===== src/rtl/dds_dac_pkg.sv =====
`timescale 1ns/1ps
// dds_dac_pkg
// Shared definitions for the DDS-to-DAC serial writer: frame geometry,
// writer FSM states, DAC command bytes and the frame-building helper.
package dds_dac_pkg;

  localparam int unsigned FRAME_W = 24;
  localparam int unsigned DATA_W  = 16;
  localparam int unsigned CMD_W   = 8;

  localparam logic [CMD_W-1:0] CMD_WRITE_UPDATE = 8'h00;
  localparam logic [CMD_W-1:0] CMD_POWER_DOWN   = 8'h03;

  typedef enum logic [1:0] {
    IDLE  = 2'd0,
    SHIFT = 2'd1,
    GAP   = 2'd2
  } dac_state_e;

  // Command byte first, then the sample; flip_msb converts a two's
  // complement sample to offset binary.
  function automatic logic [FRAME_W-1:0] build_frame(
    input logic [CMD_W-1:0]  cmd,
    input logic [DATA_W-1:0] sample,
    input logic              flip_msb
  );
    return {cmd, sample ^ {flip_msb, {(DATA_W-1){1'b0}}}};
  endfunction

endpackage


===== src/rtl/dac_clk_div.sv =====
`timescale 1ns/1ps
// dac_clk_div
// sclk half-period divider. Counts 0..CLK_DIV-1 while enabled; at the
// terminal count it raises tick and toggles sclk. clr restarts the count
// and forces sclk high (its idle level).
//   clk, rst : clock, asynchronous active-high reset
//   en       : count enable (frame shifting)
//   clr      : restart count, sclk back to idle high
//   tick     : terminal count reached this cycle (sclk toggles on this edge)
//   sclk     : serial clock output
module dac_clk_div #(
  parameter int unsigned CLK_DIV = 2
) (
  input  logic clk,
  input  logic rst,
  input  logic en,
  input  logic clr,
  output logic tick,
  output logic sclk
);

  localparam logic [7:0] TERM = 8'(CLK_DIV - 1);

  logic [7:0] cnt_q, cnt_d;
  logic       sclk_q, sclk_d;

  assign tick = en && (cnt_q == TERM);
  assign sclk = sclk_q;

  always_comb begin
    cnt_d  = cnt_q;
    sclk_d = sclk_q;
    if (clr) begin
      cnt_d  = '0;
      sclk_d = 1'b1;
    end else if (en) begin
      if (tick) begin
        cnt_d  = '0;
        sclk_d = ~sclk_q;
      end else begin
        cnt_d = cnt_q + 8'd1;
      end
    end
  end

  always_ff @(posedge clk or posedge rst) begin
    if (rst) begin
      cnt_q  <= '0;
      sclk_q <= 1'b1;
    end else begin
      cnt_q  <= cnt_d;
      sclk_q <= sclk_d;
    end
  end

endmodule


===== src/rtl/dac_spi_writer.sv =====
`timescale 1ns/1ps
// dac_spi_writer
// Ships each accepted 16-bit DDS sample to a serial DAC as a 24-bit frame
// {cmd, sample}, MSB first, framed by sync_n with sclk idling high.
//   clk, reset     : clock, asynchronous active-high reset
//   sample_in      : waveform sample (MSB inverted at capture if TWOS_COMP)
//   cmd_in         : DAC command byte, captured with the sample
//   sample_valid   : sample_in/cmd_in valid
//   sample_ready   : writer idle, accepts this cycle
//   busy           : frame or inter-frame gap in progress
//   frame_done     : one-cycle pulse as sync_n rises at frame end
//   sync_n         : DAC frame select, active low
//   sclk           : serial clock, DAC samples mosi on its falling edge
//   mosi           : serial data
module dac_spi_writer
  import dds_dac_pkg::*;
#(
  parameter int unsigned CLK_DIV    = 2,
  parameter int unsigned GAP_CYCLES = 2,
  parameter int unsigned TWOS_COMP  = 0
) (
  input  logic        clk,
  input  logic        reset,
  input  logic [15:0] sample_in,
  input  logic [7:0]  cmd_in,
  input  logic        sample_valid,
  output logic        sample_ready,
  output logic        busy,
  output logic        frame_done,
  output logic        sync_n,
  output logic        sclk,
  output logic        mosi
);

  localparam logic       FLIP     = (TWOS_COMP != 0);
  localparam logic [7:0] GAP_TERM = 8'(GAP_CYCLES - 1);

  dac_state_e         state_q, state_d;
  logic [FRAME_W-1:0] shreg_q, shreg_d;
  logic [4:0]         bit_q, bit_d;
  logic [7:0]         gap_q, gap_d;
  logic               sync_n_q, sync_n_d;
  logic               done_q, done_d;

  logic               accept;
  logic               div_tick;
  logic               sclk_w;
  logic               rise;
  logic [FRAME_W-1:0] frame_load;

  assign accept     = (state_q == IDLE) && sample_valid;
  assign frame_load = build_frame(cmd_in, sample_in, FLIP);
  // A tick while sclk is low is the rising toggle that closes a bit.
  assign rise       = div_tick && !sclk_w;

  dac_clk_div #(.CLK_DIV(CLK_DIV)) u_div (
    .clk  (clk),
    .rst  (reset),
    .en   (state_q == SHIFT),
    .clr  (accept),
    .tick (div_tick),
    .sclk (sclk_w)
  );

  always_comb begin
    state_d  = state_q;
    shreg_d  = shreg_q;
    bit_d    = bit_q;
    gap_d    = gap_q;
    sync_n_d = sync_n_q;
    done_d   = 1'b0;
    case (state_q)
      IDLE: begin
        if (sample_valid) begin
          shreg_d  = frame_load;
          bit_d    = '0;
          sync_n_d = 1'b0;
          state_d  = SHIFT;
        end
      end
      SHIFT: begin
        if (rise) begin
          if (bit_q == 5'd23) begin
            // Clearing the shift register returns mosi to its idle 0.
            shreg_d  = '0;
            sync_n_d = 1'b1;
            done_d   = 1'b1;
            gap_d    = '0;
            state_d  = GAP;
          end else begin
            bit_d   = bit_q + 5'd1;
            shreg_d = {shreg_q[FRAME_W-2:0], 1'b0};
          end
        end
      end
      GAP: begin
        if (gap_q == GAP_TERM) begin
          state_d = IDLE;
        end else begin
          gap_d = gap_q + 8'd1;
        end
      end
      default: state_d = IDLE;
    endcase
  end

  always_ff @(posedge clk or posedge reset) begin
    if (reset) begin
      state_q  <= IDLE;
      shreg_q  <= '0;
      bit_q    <= '0;
      gap_q    <= '0;
      sync_n_q <= 1'b1;
      done_q   <= 1'b0;
    end else begin
      state_q  <= state_d;
      shreg_q  <= shreg_d;
      bit_q    <= bit_d;
      gap_q    <= gap_d;
      sync_n_q <= sync_n_d;
      done_q   <= done_d;
    end
  end

  assign sample_ready = (state_q == IDLE);
  assign busy         = (state_q != IDLE);
  assign frame_done   = done_q;
  assign sync_n       = sync_n_q;
  assign sclk         = sclk_w;
  assign mosi         = shreg_q[FRAME_W-1];

endmodule


===== config.mk =====
export PLATFORM = sky130hd
export DESIGN_NAME = dac_spi_writer
export DESIGN_NICKNAME = d
export VERILOG_FILES = /design/src/rtl/dds_dac_pkg.sv /design/src/rtl/dac_clk_div.sv /design/src/rtl/dac_spi_writer.sv
export SDC_FILE = /design/constraint.sdc
export NUM_CORES = 1
export LEC_CHECK = 0
export ABC_CLOCK_PERIOD_IN_PS = 2400
export BUFFER_PORTS_ARGS = -buffer_cell sky130_fd_sc_hd__buf_2
export CAP_MARGIN = 20
export CORE_ASPECT_RATIO = 0.5
export CORE_UTILIZATION = 30
export DETAILED_ROUTE_END_ITERATION = 8
export GPL_TIMING_DRIVEN = 0
export HOLD_SLACK_MARGIN = 0.12
export PLACE_DENSITY = 0.54
export REMOVE_ABC_BUFFERS = 1
export SYNTH_ARGS = -nofsm -noshare
export SYNTH_HDL_FRONTEND = slang
export SYNTH_SLANG_ARGS = --single-unit

===== constraint.sdc =====
create_clock -name clk -period 2.4 [get_ports clk]
set_input_delay 0 -clock clk [delete_from_list [all_inputs] [get_ports clk]]
set_output_delay 0 -clock clk [all_outputs]
set_load 0.02 [all_outputs]

Word-level counts from Yosys, hierarchy flattened
Cells that the tools add are included.
{"block": "totals", "register_bits": 50, "inputBits": 27, "output_inout_bits": 6}
{"block": "classes", "n_bitwise": 1, "muxes": 30, "addsub": 3, "reduce_logical": 16, "eq_ne": 11}
{"op": "$mux W24", "count": 3}
{"op": "$mux W8", "count": 6}
{"op": "$pmux W24 S2", "count": 1}
{"op": "$add A8 B1 Y8 const B", "count": 2}
{"op": "$eq A8 B1 Y1 const B", "count": 2}
{"op": "$pmux W8 S2", "count": 1}
{"op": "$reduce_and A4 Y1", "count": 4}
{"op": "$mux W5", "count": 3}
{"op": "$ne A2 B2 Y1 const B", "count": 6}
{"op": "$pmux W5 S2", "count": 1}
{"op": "$reduce_bool A2 Y1", "count": 5}
{"op": "$mux W1", "count": 9}
{"op": "$mux W2", "count": 4}
{"op": "$pmux W2 S3", "count": 1}
{"op": "$add A5 B1 Y5 const B", "count": 1}
{"op": "$eq A5 B5 Y1 const B", "count": 1}
{"op": "$logic_and A1 B1 Y1", "count": 3}
{"op": "$reduce_and A3 Y1", "count": 1}
{"op": "$eq A2 B1 Y1 const B", "count": 1}
{"op": "$eq A2 B2 Y1 const B", "count": 1}
{"op": "$logic_not A2 Y1", "count": 1}
{"op": "$pmux W1 S2", "count": 1}
{"op": "$reduce_and A2 Y1", "count": 1}
{"op": "$logic_not A1 Y1", "count": 1}
{"op": "$not A1 Y1", "count": 1}

Depth between registers and ports, before layout
Gate-level depths: netlist (run 1).
{"block": "depth", "depth_word": 5, "ltp_mapped": 8}

Hierarchy
Synthesis (run 1) repeated with hierarchy kept, for this count alone.
{"block": "unflattened", "hier_cells": 275, "area_unflattened_um2": 2560.0}
{"mod": "dac_spi_writer", "instances": 1, "area_per_inst_um2": 2058.2, "cells_each": 226, "seq_area_each_um2": 1027.2}
{"mod": "dac_clk_div", "instances": 1, "area_per_inst_um2": 501.7, "cells_each": 49, "seq_area_each_um2": 226.5}

Worst setup path before layout (run 1)
OpenSTA, ideal clock, no wires.
{"block": "synth_timing", "path_type": "register -> register", "startpoint": "reg gap_q[1]", "endpoint": "reg gap_q[1]", "synth_period_minus_slack_ns": 1.891, "n_path_buf": 0, "stages_incl_launch_ff": 7, "t_arrival_ns": 1.766, "setup_slack_ns": 0.509, "path_cell_list": "dfrtp_1 -> inv_1 -> ha_1 -> or4b_4 -> o41ai_4 -> nand2_4 -> mux2_4"}
{"block": "synth_via", "elab_chain_cells": 3, "word_cells_on_any_way": 6, "cone_classes": "1 x add/sub; 2 x eq/ne; 2 x mux; 1 x reduce/logical"}
{"element": "start, declared", "line_no": "dac_spi_writer.sv:41", "source": "logic [7:0] gap_q, gap_d;"}
{"element": "start signal, assigned", "line_no": "dac_spi_writer.sv:119", "source": "gap_q <= gap_d;"}
{"element": "$add A8 B1 Y8 / $eq A8 B1 Y1 (equally long branches)", "line_no": "dac_spi_writer.sv:100, dac_spi_writer.sv:97"}
{"element": "$mux W8 / $ne A2 B2 Y1 (equally long branches)"}
{"element": "$pmux W8 S2 / $reduce_and A4 Y1 (equally long branches)"}
Parallel ways exist; a longest one is shown, timed or not. The select of a mux whose other input is x is not followed.
A chain may end at the register's enable or synchronous reset.

Worst setup path in the final report (run 1)
{"block": "layout_timing", "startpoint": "reg u_div.cnt_q[1]", "endpoint": "reg shreg_q[20]"}
{"block": "layout_via", "elab_chain_cells": 5}
{"element": "start, declared", "line_no": "dac_clk_div.sv:24", "source": "logic [7:0] cnt_q, cnt_d;"}
{"element": "start signal, assigned", "line_no": "dac_clk_div.sv:51", "source": "cnt_q <= cnt_d;"}
{"element": "$eq A8 B1 Y1", "line_no": "dac_clk_div.sv:27", "source": "assign tick = en && (cnt_q == TERM);"}
{"element": "$logic_and A1 B1 Y1", "line_no": "dac_clk_div.sv:27"}
{"element": "$logic_and A1 B1 Y1", "line_no": "dac_spi_writer.sv:54", "source": "assign rise = div_tick && !sclk_w;"}
{"element": "$ne A2 B2 Y1 (no source line)"}
{"element": "$reduce_and A3 Y1 (no source line)"}
{"element": "end signal, assigned", "line_no": "dac_spi_writer.sv:117", "source": "shreg_q <= shreg_d;"}
{"element": "end, declared", "line_no": "dac_spi_writer.sv:39", "source": "logic [FRAME_W-1:0] shreg_q, shreg_d;"}
Every way passes these cells.

==> run_results.csv, run 1 <==
group,metric,value,unit
sta,fin_skew,0.00483,ns
cts,cts-root-buf,"clkbuf_16",
power,p_per_area,938,nW/µm²
cts,clk_pin_slew,0.07,ns
power,p_leak,0.00140,µW
critical_path,end_kind,"flip-flop",
grt,grt_max_degree,35,
cells_and_area,nNetsFinal,359,
cts,clockBufferDepth,2,
cells_and_area,layout_commonest_cell,"dfrtp_1",
placement,detailed_place_hpwl,3850,µm
critical_path,timing.setup.critical_path_class,"reg -> reg",
synthesis,synth_top_cell_by_area,"dfrtp_1",
synthesis,synthCells,278,
flow_run,drv_cap,0,
floorplan,die_y,67.3,µm
sta,fin_crit_sh,0.847,
routing,ant_nets,0,
floorplan,initial_core_util,0.315,
floorplan,die_w,133,µm
synthesis,syn_avg_cell_area,9.19,µm²
critical_path,reg2reg_from,"u_div.cnt_q[1]",
sta,grt_setup_unrepaired,"false",
synthesis,syn-cell-area,2560,µm²
routing,via_per_inst,5.07,
placement,pre_cts_ws,0.0545,ns
cells_and_area,diodes,0,
placement,placed_cells,406,
cts,cts_buffers,5,
grt,grt_pass1_vias,2178,
cells_and_area,mostFrequentLayoutCells,"48 x dfrtp_1, 41 x nand3_1, 38 x nand2_1",
sta,fmax,492,MHz
sta,tightest_slew,1.05,ns
synthesis,ys_types,41,
sta,setup_slack,0.367,ns
routing,route.detailed.drc,0,
routing,post_drt_wl_per_cell,13.6,µm
power,clkPwrFrac,0.237,
critical_path,cp_data_arrival_time,2.18,ns
grt,antenna_found_initial,0,
floorplan,num_io_pins,33,
synthesis,async_reset_ff_frac,1.00,
cells_and_area,design_area,3240,µm²
floorplan,row_count,23,
sta,slew_headroom,0.299,
synthesis,synthTopCellsByArea,"dfrtp_1 47%, nand3_1 8.0%, a31oi_1 7.3%",
sta,final-setup-viol-count,0,
critical_path,crit_path_start_kind,"flip-flop",
power,p_sw_frac,0.344,
routing,drt-initial-drc-count,148,
sta,final-max-slew-violation-count,0,
cells_and_area,synthToLayoutAreaGrowth,26.8,%
sta,hold_ws,0.238,ns
floorplan,core_area,8120,µm²
sta,finalCriticalPeriod,2.03,ns
routing,vias,2230,
synthesis,synth_top_area_share,0.470,
cells_and_area,final_cells,440,
synthesis,yosys_warnings,0,
grt,grt_use_total,0.147,
critical_path,cp.required,2.54,ns
placement,port-buffer-count,32,
cts,insertion_delay,0.29,ns
outcome,status,"completed",
sta,hold_viol_final,0,
worst_hold_path,hold_class,"in -> async",
floorplan,dieArea,8920,µm²
grt,grt_pass1_wl,10300,µm
cts,clock_sinks,50,
power,switchingPower,1050,µW
placement,place.gp.congestion,0.726,
cells_and_area,drive_above_1_share,0.177,
critical_path,cp_max_fo,25,
power,pwr-share-seq,0.446,
placement,placed_area,2830,µm²
grt,grt_overflow,0,
cts,tritoncts,"done",
cells_and_area,post-route-util,0.399,
synthesis,ys_seq_area_frac,0.490,
power,peakVddDrop,0.000283,V
synthesis,synth-edff-count,0,
critical_path,crit_start,"u_div.cnt_q[1]",
power,internal_power,2000,µW
routing,drt_wl_total,5980,µm
routing,dr.pass1.iters,4,
synthesis,ys_ff_latch,50,
power,comb_power_share,0.317,
synthesis,ys.flop_type,"dfrtp_1",
cts,cts-htree-levels,2,
repair_timing:
item                       CTS  global route
setup endpoints to repair    0            26
hold buffers                26             0
hold endpoints to repair    75             0
setup buffers                0             0
resized for setup            0             2
registers in the layout, indices dropped and copies added, names as in the netlist:
name	flops
shreg_q	24
gap_q	8
u_div.cnt_q	8
bit_q	5
state_q	2
frame_done	1
sync_n	1
u_div.sclk	1
layout make-up:
cell class | instances | area [µm²]
well taps | 112 | 140
clock buffers | 7 | 143
flip-flops and latches | 50 | 1250
repair buffers | 61 | 470
fillers | 844 | 4870
multi-input cells | 204 | 1210
inverters | 5 | 18.8
clock inverters | 1 | 5.00
stage by stage:
step	total power [µW]	TNS [ns]
floorplan	2030	0
global placement	2240	-0.0469
detailed placement	2300	0
CTS	3070	0
global route	3290	0
finish	3040	0
power groups by stage:
stage / Combinational, µW / Sequential, µW / Clock [µW]
6_report: 964 / 1350 / 722
5_1_grt: 1110 / 1400 / 776
4_1_cts: 976 / 1350 / 745
3_5_place_dp: 941 / 1360 / 0
3_3_place_gp: 889 / 1350 / 0
2_1_floorplan: 700 / 1330 / 0
routing by layer:
| metal | GRT usage | vias up | routed length (µm) |
|---|---|---|---|
| met4 | 0.0489 | 0 | 78 |
| met3 | 0.0338 | 8 | 226 |
| met5 | 0 | - | 0 |
| met2 | 0.244 | 47 | 2790 |
| met1 | 0.194 | 1063 | 2890 |
| li1 | - | 1112 | - |
final timing paths:
kind	to	slack [ns]	cells past startpoint
hold reg to reg	gap_q[7]	0.50	1
hold / removal	gap_q[0]	0.24	3
max in group asynchronous	u_div.sclk	1.59	4
setup reg to reg	shreg_q[20]	0.37	6
min in group clk	shreg_q[0]	0.48	4
setup / recovery	shreg_q[20]	0.37	6
cells in the mapped netlist (all sizes together) (2+ instances only):
cell / count
a21oi: 3
a31oi: 30
and3: 3
and4: 2
buf: 6
clkbuf: 13
dfrtp: 48
dfstp: 2
ha: 5
inv: 5
nand2: 40
nand2b: 2
nand3: 41
nand4: 6
nor2: 9
nor2b: 3
nor3: 25
nor3b: 2
o21ai: 9
o21ba: 2
xor2: 6
cells by family after synthesis:
family / synth area share
and+or+nand+nor: 0.280
AOI/OAI and AO/OA: 0.140
DFF: 0.490
buffers and inverters: 0.0382
xor gates and xnor gates: 0.0206
adders and majority gates: 0.0245
muxes: 0.00587
worst max-delay path, stage by stage (launching register included):
cell and delay (ns):
dfrtp_1 0.41, inv_1 0.08, ha_1 0.16, nor4b_4 0.32, nand3_1 0.29, nand2_2 0.47
a31oi_1 0.16
(Power assumes the default switching activity.)
==> run 2: changes to the inputs <==
--- a/config.mk
+++ b/config.mk
@@ -5,7 +5,7 @@
 export SDC_FILE = /design/constraint.sdc
 export NUM_CORES = 1
 export LEC_CHECK = 0
-export ABC_CLOCK_PERIOD_IN_PS = 2400
+export ABC_CLOCK_PERIOD_IN_PS = 2000
 export BUFFER_PORTS_ARGS = -buffer_cell sky130_fd_sc_hd__buf_2
 export CAP_MARGIN = 20
 export CORE_ASPECT_RATIO = 0.5
==> constraint.sdc (replaced) <==
create_clock -name clk -period 2 [get_ports clk]
set_input_delay 0 -clock clk [delete_from_list [all_inputs] [get_ports clk]]
set_output_delay 0 -clock clk [all_outputs]
set_load 0.02 [all_outputs]
==> run_results.csv, run 2 (synthesis gave the netlist of run 1 again) <==
group,metric,value,unit
routing,route.detailed.drc,0,
cells_and_area,reg.largest.list,"shreg_q x24, gap_q x8, u_div.cnt_q x8",
critical_path,cp_max_fo,6,
grt,grt_use_total,0.148,
cells_and_area,diodes,0,
cts,cts_buffers,5,
cts,insertion_delay,0.29,ns
power,peakVddDrop,0.000344,V
floorplan,num_io_pins,33,
grt,grt_max_degree,35,
critical_path,reg2reg_from,"u_div.cnt_q[1]",
grt,grt_pass1_wl,10400,µm
grt,grt_pass1_vias,2193,
grt,grt_overflow,0,
cells_and_area,nNetsFinal,365,
floorplan,core_area,8120,µm²
routing,drt_wl_total,6300,µm
critical_path,cp_cell_sequence,"inv_1 > ha_1 > nor4b_4 > nand4_1 > nand2_4 > mux2_4",
routing,vias,2275,
placement,placed_area,2830,µm²
floorplan,die_y,67.3,µm
cts,tritoncts,"done",
routing,post_drt_wl_per_cell,14.1,µm
worst_hold_path,hold_class,"in -> async",
cts,clockBufferDepth,2,
routing,drt-initial-drc-count,148,
critical_path,worst-path-buf-inv,1,
sta,hold_viol_final,0,
cells_and_area,num-fill-cells,829,
cells_and_area,design_area,3310,µm²
cts,cts-root-buf,"clkbuf_16",
floorplan,row_count,23,
critical_path,ff2ff_setup_slack,0.12,ns
routing,dr.pass1.iters,4,
sta,tightest_slew,0.566,ns
flow_run,drv_cap,0,
placement,place.gp.congestion,0.726,
sta,finalCriticalPeriod,1.88,ns
floorplan,initial_core_util,0.315,
sta,final-max-slew-violation-count,0,
critical_path,crit_family,"simple AND/OR/NAND/NOR gates",
placement,detailed_place_hpwl,3850,µm
sta,fin_crit_sh,0.941,
cells_and_area,largest-register,"shreg_q",
placement,port-buffer-count,32,
cells_and_area,post-route-util,0.408,
cts,clk_pin_slew,0.06,ns
power,p_per_area,1120,nW/µm²
routing,ant_nets,0,
sta,fmax,531,MHz
cells_and_area,layout_commonest_cell,"dfrtp_1",
critical_path,cp_data_arrival_time,2.06,ns
critical_path,rr_worst_depth,6,
critical_path,timing.setup.critical_path_class,"reg -> reg",
floorplan,die_w,133,µm
routing,via_per_inst,5.10,
cts,cts-htree-levels,2,
outcome,status,"completed",
grt,antenna_found_initial,0,
cells_and_area,mostFrequentLayoutCells,"47 x dfrtp_1, 40 x nand3_1, 38 x nand2_1",
cells_and_area,synthToLayoutAreaGrowth,29.7,%
critical_path,cp.required,2.18,ns
sta,final-setup-viol-count,0,
critical_path,max_stage_delay,0.41,ns
power,p_leak,0.00143,µW
critical_path,crit_path_start_kind,"flip-flop",
cts,clock_sinks,50,
floorplan,dieArea,8920,µm²
critical_path,reg2reg_to,"gap_q[1]",
critical_path,end_kind,"flip-flop",
sta,slew_headroom,0.623,
sta,fin_skew,0.00369,ns
critical_path,crit_path_top_delay_cell,"dfrtp_1",
cells_and_area,largest_register_ffs,24,
cells_and_area,drive_above_1_share,0.207,
[run 2: stage by stage]
stage | worst slack, ns | instances | power (µW) | setup TNS [ns] | hold WS [ns]
after floorplan | 0.109 | 259 | 2440 | 0 | 0.133
after global placement | -0.434 | 403 | 2690 | -11.25 | 0.236
after detailed placement | -0.346 | 406 | 2760 | -7.86 | 0.0107
after CTS | 0.0253 | 443 | 3690 | 0 | 0.249
after global routing | -0.000548 | 446 | 3990 | -0.000548 | 0.269
final | 0.117 | 446 | 3700 | 0 | 0.240
[run 2: worst max path at each step]
stage | start | to | depth (start not counted)
floorplan | gap_q[1] | gap_q[1] | 6
global placement | bit_q[0] | bit_q[0] | 5
detailed placement | u_div.cnt_q[1] | shreg_q[3] | 6
CTS | state_q[1] | u_div.cnt_q[7] | 3
global route | u_div.cnt_q[1] | gap_q[1] | 6
finish | u_div.cnt_q[1] | gap_q[1] | 6
[run 2: per-layer routing]
layer,up-vias,share of wire,GRT usage
met5,-,0,0
met4,0,0.012,0.0489
met3,8,0.039,0.0338
met2,49,0.45,0.245
met1,1090,0.50,0.196
li1,1128,-,-
[run 2: worst register-to-register path, delay by kind of cell, from the launching register on]
kind,cells,cell delay [ns]
buffers and inverters,1,0.09
AND/OR/NAND/NOR,3,0.82
adder cells (fa/ha/maj),1,0.16
multiplexers,1,0.31
flip-flops,1,0.41
[run 2: area by class of cell]
class	count	area, µm²	area share
Sequential cell	50	1250	0.379
Clock buffer	7	143	0.0430
Clock inverter	1	5.00	0.00151
Inverter	5	18.8	0.00566
Timing Repair Buffer	66	508	0.153
Tap cell	112	140	0.0423
Multi-Input combinational cell	205	1240	0.376
[run 2: repair_timing]
item | in CTS | in global routing
endpoints found under the setup margin | 27 | 33
buffers inserted | 3 | 2
hold buffers | 26 | 0
endpoints found under the hold margin | 75 | 0
pin swaps | 2 | 6
resized for setup | 4 | 6
cloned | 0 | 1
[run 2: report_power, final]
part	switching [µW]	internal [µW]	leakage (µW)
clock	368	497	0.0000739
sequential	266	1360	0.000595
combinational	657	551	0.000765
total	1290	2410	0.00143
==> run 3: changes to the inputs <==
--- a/config.mk
+++ b/config.mk
@@ -6,14 +6,14 @@
 export NUM_CORES = 1
 export LEC_CHECK = 0
 export ABC_CLOCK_PERIOD_IN_PS = 2000
-export BUFFER_PORTS_ARGS = -buffer_cell sky130_fd_sc_hd__buf_2
 export CAP_MARGIN = 20
 export CORE_ASPECT_RATIO = 0.5
 export CORE_UTILIZATION = 30
 export DETAILED_ROUTE_END_ITERATION = 8
+export DONT_BUFFER_PORTS = 1
 export GPL_TIMING_DRIVEN = 0
 export HOLD_SLACK_MARGIN = 0.12
-export PLACE_DENSITY = 0.54
+export PLACE_DENSITY = 0.51
 export REMOVE_ABC_BUFFERS = 1
 export SYNTH_ARGS = -nofsm -noshare
 export SYNTH_HDL_FRONTEND = slang
==> run_results.csv, run 3 (synthesis gave the netlist of run 1 again) <==
group,metric,value,unit
routing,vias,2210,
cells_and_area,register_area,1250,µm²
floorplan,dieArea,8920,µm²
routing,via_per_inst,5.33,
sta,fmax,525,MHz
floorplan,num_io_pins,33,
critical_path,cp.required,2.17,ns
floorplan,die_y,67.3,µm
sta,final-setup-viol-count,0,
cells_and_area,num-fill-cells,793,
placement,placed_cells,374,
grt,antenna_found_initial,0,
cells_and_area,nNetsFinal,334,
sta,fin_skew,0.00400,ns
placement,detailed_place_hpwl,3720,µm
cts,cts-root-buf,"clkbuf_16",
routing,route.detailed.drc,0,
sta,grt_setup_unrepaired,"false",
routing,ant_nets,0,
outcome,status,"completed",
power,p_leak,0.00131,µW
flow_run,drv_cap,0,
grt,grt_max_degree,28,
critical_path,crit_path_start_kind,"flip-flop",
cts,insertion_delay,0.28,ns
routing,post_drt_wl_per_cell,14.9,µm
power,peakVddDrop,0.000412,V
cells_and_area,post-route-util,0.389,
cts,clockBufferDepth,2,
cells_and_area,layout_commonest_cell,"dfrtp_1",
sta,hold_viol_final,0,
worst_hold_path,hold_class,"in -> async",
cts,cts_buffers,5,
critical_path,timing.setup.critical_path_class,"reg -> reg",
placement,place.gp.congestion,0.744,
grt,grt_use_total,0.143,
cells_and_area,synthToLayoutAreaGrowth,23.5,%
cells_and_area,multiInputGateArea,1240,µm²
grt,grt_overflow,0,
cells_and_area,final_cells,415,
floorplan,die_w,133,µm
floorplan,core_area,8120,µm²
floorplan,initial_core_util,0.315,
critical_path,end_kind,"flip-flop",
sta,final-max-slew-violation-count,0,
floorplan,row_count,23,
sta,fin_setup_tns,0,ns
critical_path,cp_max_fo,7,
sta,finalCriticalPeriod,1.90,ns
grt,grt_pass1_vias,1982,
cells_and_area,diodes,0,
sta,fin_crit_sh,0.952,
sta,slew_headroom,0.610,
cts,clock_sinks,50,
critical_path,cp_data_arrival_time,2.07,ns
cells_and_area,mostFrequentLayoutCells,"47 x dfrtp_1, 40 x nand3_1, 38 x nand2_1",
cells_and_area,largest-register,"shreg_q",
cells_and_area,drive_above_1_share,0.119,
power,p_per_area,1150,nW/µm²
cts,clk_pin_slew,0.07,ns
routing,drt-initial-drc-count,128,
cts,cts-htree-levels,2,
placement,port-buffer-count,0,
routing,drt_wl_total,6180,µm
cells_and_area,largest_register_ffs,24,
cells_and_area,reg.largest.list,"shreg_q x24, gap_q x8, u_div.cnt_q x8",
grt,grt_pass1_wl,10100,µm
routing,dr.pass1.iters,4,
sta,tightest_slew,0.585,ns
cts,tritoncts,"done",
power,finalPower,3630,µW
sta,hold_ws,0.238,ns
==> run 3: timing repair <==
item	CTS	global route
endpoints found under the setup margin	34	34
buffers inserted	4	1
hold buffers	26	0
endpoints found under the hold margin	77	0
pin swaps	3	2
cloned	0	1
gates resized for setup	5	5
==> run 3: worst max-delay path, cell delays in order, from the launching register on <==
cell	delay, ns
dfrtp_2	0.42
ha_1	0.16
or4b_4	0.47
o41ai_4	0.30
nand2_4	0.13
mux2_4	0.31
==> run 3: per-stage QoR <==
| step | setup slack, ns | cell area (µm²) |
|---|---|---|
| after CTS | -0.0287 | 3110 |
| after floorplan | 0.109 | 2480 |
| final | 0.0969 | 3160 |
| after global routing | 0.0153 | 3160 |
| after global placement | -0.416 | 2620 |
| after detailed placement | -0.473 | 2670 |
==> run 3: path summary, 6_finish.rpt <==
check	startpoint	endpoint	slack (ns)	cells after the start
max	gap_q[0]	gap_q[1]	0.1	5
min	reset	shreg_q[23]	0.24	2
max reg2reg	gap_q[0]	gap_q[1]	0.1	5
min reg2reg	gap_q[7]	gap_q[7]	0.49	1
max in group asynchronous	reset	u_div.sclk	1.15	3
min in group clk	sample_valid	shreg_q[0]	0.27	3
==> run 3: final cells by class <==
class | count | area share
multi-input cells | 205 | 0.394
flip-flops and latches | 50 | 0.397
well taps | 112 | 0.0444
inverters | 5 | 0.00594
repair buffers | 35 | 0.115
clock buffers | 8 | 0.0432
==> run 3: report_power, final <==
part / switching, µW / internal (µW)
sequential: 301 / 1370
combinational: 608 / 529
clock: 358 / 467
==> run 3: per-layer routing <==
metal | track usage | part of all wire | wire length, µm
met5 | 0 | 0 | 0
met4 | 0.0345 | 0.0066 | 41
met3 | 0.0308 | 0.047 | 293
met2 | 0.234 | 0.45 | 2800
met1 | 0.195 | 0.49 | 3040
